`config.mk`:
```
export PLATFORM = sky130hd
export DESIGN_NAME = apb4_master_mc
export DESIGN_NICKNAME = d
export VERILOG_FILES = /design/src/rtl/apb4_master_mc.sv
export SDC_FILE = /design/constraint.sdc
export NUM_CORES = 1
export LEC_CHECK = 0
export BUFFER_PORTS_ARGS = -buffer_cell sky130_fd_sc_hd__buf_2
export CAP_MARGIN = 5
export CORE_MARGIN = 3
export CORE_UTILIZATION = 30
export CTS_BUF_LIST = sky130_fd_sc_hd__clkbuf_16
export DETAILED_ROUTE_END_ITERATION = 16
export PLACE_DENSITY_LB_ADDON = 0.1
export SLEW_MARGIN = 10
export SYNTH_ARGS = -nofsm -noshare
export SYNTH_HDL_FRONTEND = slang
export SYNTH_SLANG_ARGS = --single-unit
```
`constraint.sdc`:
```
create_clock -name pclk -period 3.6 [get_ports pclk]
set_input_delay 0.18 -clock pclk [delete_from_list [all_inputs] [get_ports pclk]]
set_output_delay 0.18 -clock pclk [all_outputs]
set_load 0.03 [all_outputs]
```
`src/rtl/apb4_master_mc.sv`:
```
// apb4_master_mc: single-outstanding APB4 master. Decodes the target slave from the top
// address bits, bounds wait states with a timeout and returns a registered response.
module apb4_master_mc #(
  parameter int ADDR_W  = 32,
  parameter int DATA_W  = 32,
  parameter int NSLV    = 4,
  parameter int TIMEOUT = 16
) (
  input  logic                     pclk,
  input  logic                     preset,
  // command side
  input  logic                     cmd_valid,
  output logic                     cmd_ready,
  input  logic                     cmd_write,
  input  logic [ADDR_W-1:0]        cmd_addr,
  input  logic [DATA_W-1:0]        cmd_wdata,
  input  logic [DATA_W/8-1:0]      cmd_strb,
  // response side
  output logic                     rsp_valid,
  output logic [DATA_W-1:0]        rsp_rdata,
  output logic                     rsp_err,
  output logic                     rsp_timeout,
  // APB side
  output logic [NSLV-1:0]          psel,
  output logic                     penable,
  output logic [ADDR_W-1:0]        paddr,
  output logic                     pwrite,
  output logic [DATA_W-1:0]        pwdata,
  output logic [DATA_W/8-1:0]      pstrb,
  input  logic [NSLV*DATA_W-1:0]   prdata,
  input  logic [NSLV-1:0]          pready,
  input  logic [NSLV-1:0]          pslverr
);

  localparam int SEL_W  = (NSLV > 1) ? $clog2(NSLV) : 1;
  localparam int STRB_W = DATA_W / 8;
  localparam logic [SEL_W:0] NSLV_EXT   = (SEL_W + 1)'(NSLV);
  localparam logic [7:0]     WAIT_LIMIT = 8'(TIMEOUT - 1);

  typedef enum logic [1:0] {
    S_IDLE,
    S_SETUP,
    S_ACCESS
  } state_t;

  state_t              r_state;
  state_t              w_next_state;

  logic                r_cmd_ready;
  logic                r_rsp_valid;
  logic [DATA_W-1:0]   r_rsp_rdata;
  logic                r_rsp_err;
  logic                r_rsp_timeout;
  logic [NSLV-1:0]     r_psel;
  logic                r_penable;
  logic [ADDR_W-1:0]   r_paddr;
  logic                r_pwrite;
  logic [DATA_W-1:0]   r_pwdata;
  logic [STRB_W-1:0]   r_pstrb;
  logic [7:0]          r_wait_cnt;

  logic                w_accept;
  logic [SEL_W-1:0]    w_idx;
  logic                w_idx_ok;
  logic                w_sel_ready;
  logic                w_sel_err;
  logic [DATA_W-1:0]   w_sel_rdata;
  logic                w_wait_expired;

  assign w_accept = cmd_valid && r_cmd_ready;

  generate
    if (NSLV == 1) begin : g_single_slave
      assign w_idx = '0;
    end else begin : g_multi_slave
      assign w_idx = cmd_addr[ADDR_W-1 -: SEL_W];
    end
  endgenerate

  assign w_idx_ok = ({1'b0, w_idx} < NSLV_EXT);

  // psel is one-hot, so masking with it picks the selected slave's inputs only.
  assign w_sel_ready = |(pready & r_psel);
  assign w_sel_err   = |(pslverr & r_psel);

  always_comb begin
    // NOTE: every always_comb output gets a default first so no path can infer a latch.
    w_sel_rdata = '0;
    for (int i = 0; i < NSLV; i++) begin
      if (r_psel[i]) w_sel_rdata = w_sel_rdata | prdata[i*DATA_W +: DATA_W];
    end
  end

  assign w_wait_expired = (r_wait_cnt == WAIT_LIMIT);

  always_comb begin
    w_next_state = r_state;
    case (r_state)
      S_IDLE:   if (w_accept && w_idx_ok) w_next_state = S_SETUP;
      S_SETUP:  w_next_state = S_ACCESS;
      S_ACCESS: if (w_sel_ready || w_wait_expired) w_next_state = S_IDLE;
      default:  w_next_state = S_IDLE;
    endcase
  end

  // NOTE: sequential state uses non-blocking assignments so every register samples pre-edge values.
  always_ff @(posedge pclk or negedge preset) begin
    if (!preset) r_state <= S_IDLE;
    else         r_state <= w_next_state;
  end

  always_ff @(posedge pclk or negedge preset) begin
    if (!preset) begin
      r_cmd_ready   <= 1'b0;
      r_rsp_valid   <= 1'b0;
      r_rsp_rdata   <= '0;
      r_rsp_err     <= 1'b0;
      r_rsp_timeout <= 1'b0;
      r_psel        <= '0;
      r_penable     <= 1'b0;
      r_paddr       <= '0;
      r_pwrite      <= 1'b0;
      r_pwdata      <= '0;
      r_pstrb       <= '0;
      r_wait_cnt    <= '0;
    end else begin
      r_rsp_valid <= 1'b0;
      r_cmd_ready <= (w_next_state == S_IDLE);
      case (r_state)
        S_IDLE: begin
          if (w_accept && w_idx_ok) begin
            r_paddr    <= cmd_addr;
            r_pwrite   <= cmd_write;
            r_pwdata   <= cmd_wdata;
            r_pstrb    <= cmd_write ? cmd_strb : '0;
            r_psel     <= NSLV'(1) << w_idx;
            r_penable  <= 1'b0;
            r_wait_cnt <= '0;
          end else if (w_accept) begin
            // Unmapped slave: answer immediately with a decode error, bus untouched.
            r_rsp_valid   <= 1'b1;
            r_rsp_err     <= 1'b1;
            r_rsp_timeout <= 1'b0;
            r_rsp_rdata   <= '0;
          end
        end
        S_SETUP: r_penable <= 1'b1;
        S_ACCESS: begin
          // pready wins over an expiring wait counter in the same cycle.
          if (w_sel_ready) begin
            r_psel        <= '0;
            r_penable     <= 1'b0;
            r_rsp_valid   <= 1'b1;
            r_rsp_err     <= w_sel_err;
            r_rsp_timeout <= 1'b0;
            r_rsp_rdata   <= r_pwrite ? '0 : w_sel_rdata;
          end else if (w_wait_expired) begin
            r_psel        <= '0;
            r_penable     <= 1'b0;
            r_rsp_valid   <= 1'b1;
            r_rsp_err     <= 1'b1;
            r_rsp_timeout <= 1'b1;
            r_rsp_rdata   <= '0;
          end else begin
            r_wait_cnt <= r_wait_cnt + 8'd1;
          end
        end
        default: ;
      endcase
    end
  end

  assign cmd_ready   = r_cmd_ready;
  assign rsp_valid   = r_rsp_valid;
  assign rsp_rdata   = r_rsp_rdata;
  assign rsp_err     = r_rsp_err;
  assign rsp_timeout = r_rsp_timeout;
  assign psel        = r_psel;
  assign penable     = r_penable;
  assign paddr       = r_paddr;
  assign pwrite      = r_pwrite;
  assign pwdata      = r_pwdata;
  assign pstrb       = r_pstrb;

endmodule

```
Word level (Yosys, flattened, before mapping)
Cells that the tools add are included.
{"block": "word_totals", "register_bits": 120, "inputBits": 208, "out_inout_bits": 110}
{"block": "op_classes", "shifts": 1, "eq_ne": 7, "n_mux": 29, "n_reduce_logical": 14, "bitwise": 5, "n_addsub": 1}
{"cell": "two-way mux 32 bit", "count": 7}
{"cell": "bitwise OR 32 bit", "count": 3}
{"cell": "two-way mux 8 bit", "count": 3}
{"cell": "two-way mux 4 bit", "count": 4}
{"cell": "one-hot mux 8 bit (2 select lines)", "count": 1}
{"cell": "two-way mux 1 bit", "count": 9}
{"cell": "adder 8 x 1 -> 8 bit, second input constant", "count": 1}
{"cell": "bitwise AND 4 bit", "count": 2}
{"cell": "equality test 8 x 4 -> 1 bit, second input constant", "count": 1}
{"cell": "one-hot mux 4 bit (2 select lines)", "count": 1}
{"cell": "OR reduction 4 bit", "count": 2}
{"cell": "!= test 2 bit, second input constant", "count": 3}
{"cell": "one-hot mux 2 bit (3 select lines)", "count": 1}
{"cell": "AND reduction 3 bit", "count": 2}
{"cell": "logical NOT 2 bit", "count": 2}
{"cell": "two-way mux 2 bit", "count": 2}
{"cell": "AND reduction 2 bit", "count": 2}
{"cell": "AND reduction 4 bit", "count": 1}
{"cell": "nonzero test 2 bit", "count": 2}
{"cell": "left shift 1 x 2 -> 4 bit, first input constant", "count": 1}
{"cell": "!= test 3 bit, second input constant", "count": 1}
{"cell": "one-hot mux 1 bit (3 select lines)", "count": 1}
{"cell": "nonzero test 3 bit", "count": 1}
{"cell": "equality test 2 x 1 -> 1 bit, second input constant", "count": 1}
{"cell": "other kinds (3)", "count": 3}

Depth between registers and ports, before layout
{"block": "depth", "ltp_word": 9, "ltp_mapped": 8}

Worst setup path after synthesis
OpenSTA, ideal clock, no wires.
{"block": "synth_timing", "kind": "register to register", "from": "register r_psel[1], in the netlist psel[1]", "to": "register r_rsp_err, in the netlist rsp_err", "path_buffers": 3, "path_stages_with_launch": 7, "setup_ps": 126, "t_arrival_ps": 1571, "synth_period_minus_slack_ps": 1697, "slack_ps": 1903, "required_ps": 3474, "cell_sequence": "dfrtp_1 buf_2 a22oi_4 and2_1 buf_4 clkbuf_8 o32a_1"}
{"block": "synth_between", "elab_chain_len": 4, "word_cells_on_any_way": 7}
{"item": "start: declaration", "line_no": "54", "rtl": "logic [NSLV-1:0] r_psel;"}
{"item": "start signal: assignment", "line_no": "136", "rtl": "r_psel <= NSLV'(1) << w_idx;"}
{"item": "bitwise AND 4 bit", "line_no": "83", "rtl": "assign w_sel_ready = |(pready & r_psel);"}
{"item": "OR reduction 4 bit", "line_no": "83"}
{"item": "nonzero test 2 bit (no source line)"}
{"item": "AND reduction 2 bit (no source line)"}
{"item": "end signal: assignment", "line_no": "154", "rtl": "r_rsp_err <= w_sel_err;"}
{"item": "end: declaration", "line_no": "52", "rtl": "logic r_rsp_err;"}
Several ways; a longest one is shown, not always the timed one.
A chain may end at the register's enable or synchronous reset.

Final worst setup path
{"block": "layout_timing", "from": "register r_wait_cnt[0]", "to": "register r_rsp_err, in the netlist rsp_err"}
{"block": "layout_between", "elab_chain_len": 3}
{"item": "start: declaration", "line_no": "60", "rtl": "logic [7:0] r_wait_cnt;"}
{"item": "start signal: assignment", "line_no": "165", "rtl": "r_wait_cnt <= r_wait_cnt + 8'd1;"}
{"item": "equality test 8 x 4 -> 1 bit", "line_no": "94", "rtl": "assign w_wait_expired = (r_wait_cnt == WAIT_LIMIT);"}
{"item": "nonzero test 2 bit (no source line)"}
{"item": "AND reduction 2 bit (no source line)"}
Every way passes these cells.

==> reports/qor.yml <==
status: "completed"
p_comb_frac: 0.460
core-area_um2: 18090
min_period_over_period: 0.6177
timing.critical_path.arrival_ns: 2.51
pwr-share-seq: 0.311
postCtsSetupBuffers: 0
ys_seq_area_frac: 0.5390
routedWlPerCell_um: 17.00
io_pins: 318
cp_max_fo: 34
cts_buffer_depth: 2
synthTopCellsByArea: "dfrtp_1 (54%), nand2_1 (15%), a221oi_1 (5.0%)"
power.leakage_nw: 4.744
grt.overflow.total: 0
max-cap-violations: 0
ff2ff_path_depth: 6
final-max-slew-violation-count: 0
dp_hpwl_um: 14090
min_path_cells: 3
ys.flop_type: "dfrtp_1"
antenna_found_initial: 0
grt_usage: 0.1941
htree_levels: 4
post-route-min-period_ns: 2.224
pwr-share-clk: 0.228
worstMarginPinSlew_ns: 1.127
avgSynthCellArea_um2: 9.758
fin_worst_skew_ns: 0.008194
rsz0062_at_grt: "no"
sw_frac_of_total: 0.4557
internal-power_mw: 4.100
drcViolationCount: 0
dp_slack_ns: 1.310
ys_ff_latch: 120
vias_per_cell: 4.893
synth_top_area_share: 0.5390
yosysTopAreaCell: "dfrtp_1"
placed_area_um2: 7211
port-buffer-count: 317
drtIter0Drc: 259
nNetsFinal: 1144
final_cell_area_um2: 8483
diodes: 0
first_global_vias: 6017
postCtsResizedCells: 0
die_area_um2: 20240
finalWirelength_um: 20010
grt_pass1_wl_um: 31040
min_path_type: "in2reg"
route.vias.total: 5759
ys_warn_count: 0
p_switching_mw: 3.434
synth_edf_count: 0
rows: 49
drtAntennaViolNets: 0
cts_made_buffers: 17
finalHoldViolations: 0
irDropWorstVdd_mv: 0.4850
clk_latency_ns: 0.41
synth_nets: 780
netlist_area_um2: 5572
drive_gt1_frac: 0.3924
crit_type: "reg2reg"
synthCells: 571
cp.required_ns: 3.88
timing.fmax_mhz: 449.7
firstDrtPassIters: 4
end_kind: "flip-flop"
root_buffer: "clkbuf_16"
grt_start_max_net_pins: 80
start_kind: "flip-flop"
slew_headroom: 0.2487
post-route-util: 0.4690
die_h_um: 142.3
synthArstFlopShare: 1.000
p_per_area_nw_per_um2: 888.1
cts.sinks: 120
hold_ws_ns: 0.05495
fp.dieW_um: 142.3
cts_tree: "yes"
clk_pin_slew_ns: 0.06
start_util: 0.3081
fin_setup_tns_ns: 0
setup_violations: 0
fin_ws_ns: 1.376
synth.distinct_cells: 42
area_growth_pct: 52.26
gp_congestion: 0.7731
==> final cells by class <==
type	instances	area, um2
Clock buffer	17	425.4
Sequential cell	120	3003
Timing Repair Buffer	394	2347
Fill cell	1732	9603
Multi-Input combinational cell	398	2230
Inverter	4	15.01
Tap cell	229	286.5
Clock inverter	15	176.4
==> placed cells by master, fill, tap and decap left out, types with 2 or more instances in the layout <==
master,synthesis,final
o31ai_1,3,3
nand2b_1,2,2
mux2i_1,3,3
a22oi_1,2,2
clkinv_4,0,4
a21o_1,30,30
or4_1,3,3
dlygate4sd3_1,0,67
inv_2,2,2
clkinv_2,0,3
a21oi_1,4,4
a21o_2,2,2
a22o_1,32,32
clkbuf_16,0,17
a22oi_4,2,2
a221oi_1,32,32
nand2_1,216,216
inv_6,0,2
o21ai_0,7,7
dfrtp_1,120,120
nor4_1,33,33
nand3_1,7,7
buf_4,4,10
inv_1,2,2
buf_2,14,316
clkinvlp_4,0,2
nor2_1,3,3
bufinv_16,0,3
==> registers in the layout, summed over array words and instances, names as in the netlist, 2 cells and up <==
signal      flops
r_state         2
rsp_rdata      32
psel            4
pwdata         32
paddr          32
pstrb           4
r_wait_cnt      8
==> per-layer routing <==
layer,global-route usage,vias to the layer above,part of all wire
met5,0,-,0
met4,0.06869,0,0.019
met3,0.05544,26,0.078
met2,0.3523,249,0.52
met1,0.2165,2742,0.39
li1,-,2742,-
==> kinds of logic after synthesis <==
kind of cell,after synthesis,share of synthesized area
AND/OR/NAND/NOR,274,0.2129
buffers and inverters,53,0.06108
AO/OA/AOI/OAI,120,0.1794
flip-flops,120,0.5390
multiplexers,3,0.005390
adder cells (fa/ha/maj),1,0.002245
==> worst max-delay path, stage by stage, from the launching register on <==
cell and delay (ns):
dfrtp_1 0.41, ha_1 0.23, nand3_1 0.25, nor2_8 0.09, o21ai_4 0.71, inv_2 0.20, o32a_1 0.23
==> path summary, 6_finish.rpt <==
check | slack (ns) | endpoint | startpoint
max in group asynchronous | 2.31 | r_wait_cnt[1] | preset
min reg2reg | 0.47 | pstrb[1] | pstrb[1]
min | 0.05 | pstrb[1] | cmd_write
max | 1.38 | rsp_err | r_wait_cnt[0]
min in group asynchronous | 0.50 | paddr[3] | preset
max reg2reg | 1.38 | rsp_err | r_wait_cnt[0]
==> cell usage after synthesis (2+ instances only) <==
| library cell | number |
|---|---|
| nor4_1 | 33 |
| nand2b_1 | 2 |
| or4_1 | 3 |
| o31ai_1 | 3 |
| buf_1 | 5 |
| dfrtp_1 | 120 |
| a21oi_1 | 4 |
| nand2_1 | 216 |
| buf_6 | 3 |
| o21ai_0 | 7 |
| buf_4 | 4 |
| clkbuf_1 | 14 |
| clkbuf_8 | 8 |
| mux2i_1 | 3 |
| or3_1 | 2 |
| nand3_1 | 7 |
| a22oi_4 | 2 |
| a22oi_1 | 2 |
| a22o_1 | 32 |
| a21o_1 | 30 |
| nor2_1 | 3 |
| inv_2 | 2 |
| buf_2 | 14 |
| inv_1 | 2 |
| a21o_2 | 2 |
| a221oi_1 | 32 |
==> metrics by stage <==
stage,power [mW],std cells
2_1_floorplan,4.728,571
3_3_place_gp,5.758,1078
4_1_cts,7.635,1177
6_report,7.534,1177
3_5_place_dp,5.808,1078
5_1_grt,8.029,1177
==> power by group through the flow <==
stage / clock, mW / sequential (mW) / combinational, mW
finish: 1.72 / 2.35 / 3.47
global route: 1.84 / 2.42 / 3.77
CTS: 1.77 / 2.35 / 3.51
detailed placement: 0 / 2.35 / 3.46
global placement: 0 / 2.35 / 3.41
floorplan: 0 / 3.39 / 1.33
==> repair_timing <==
item / in CTS / in global routing
endpoints found under the hold margin: 135 / 0
setup endpoints to repair: 0 / 0
hold buffers: 67 / 0
No activity file was read; power rests on OpenSTA's default activity.
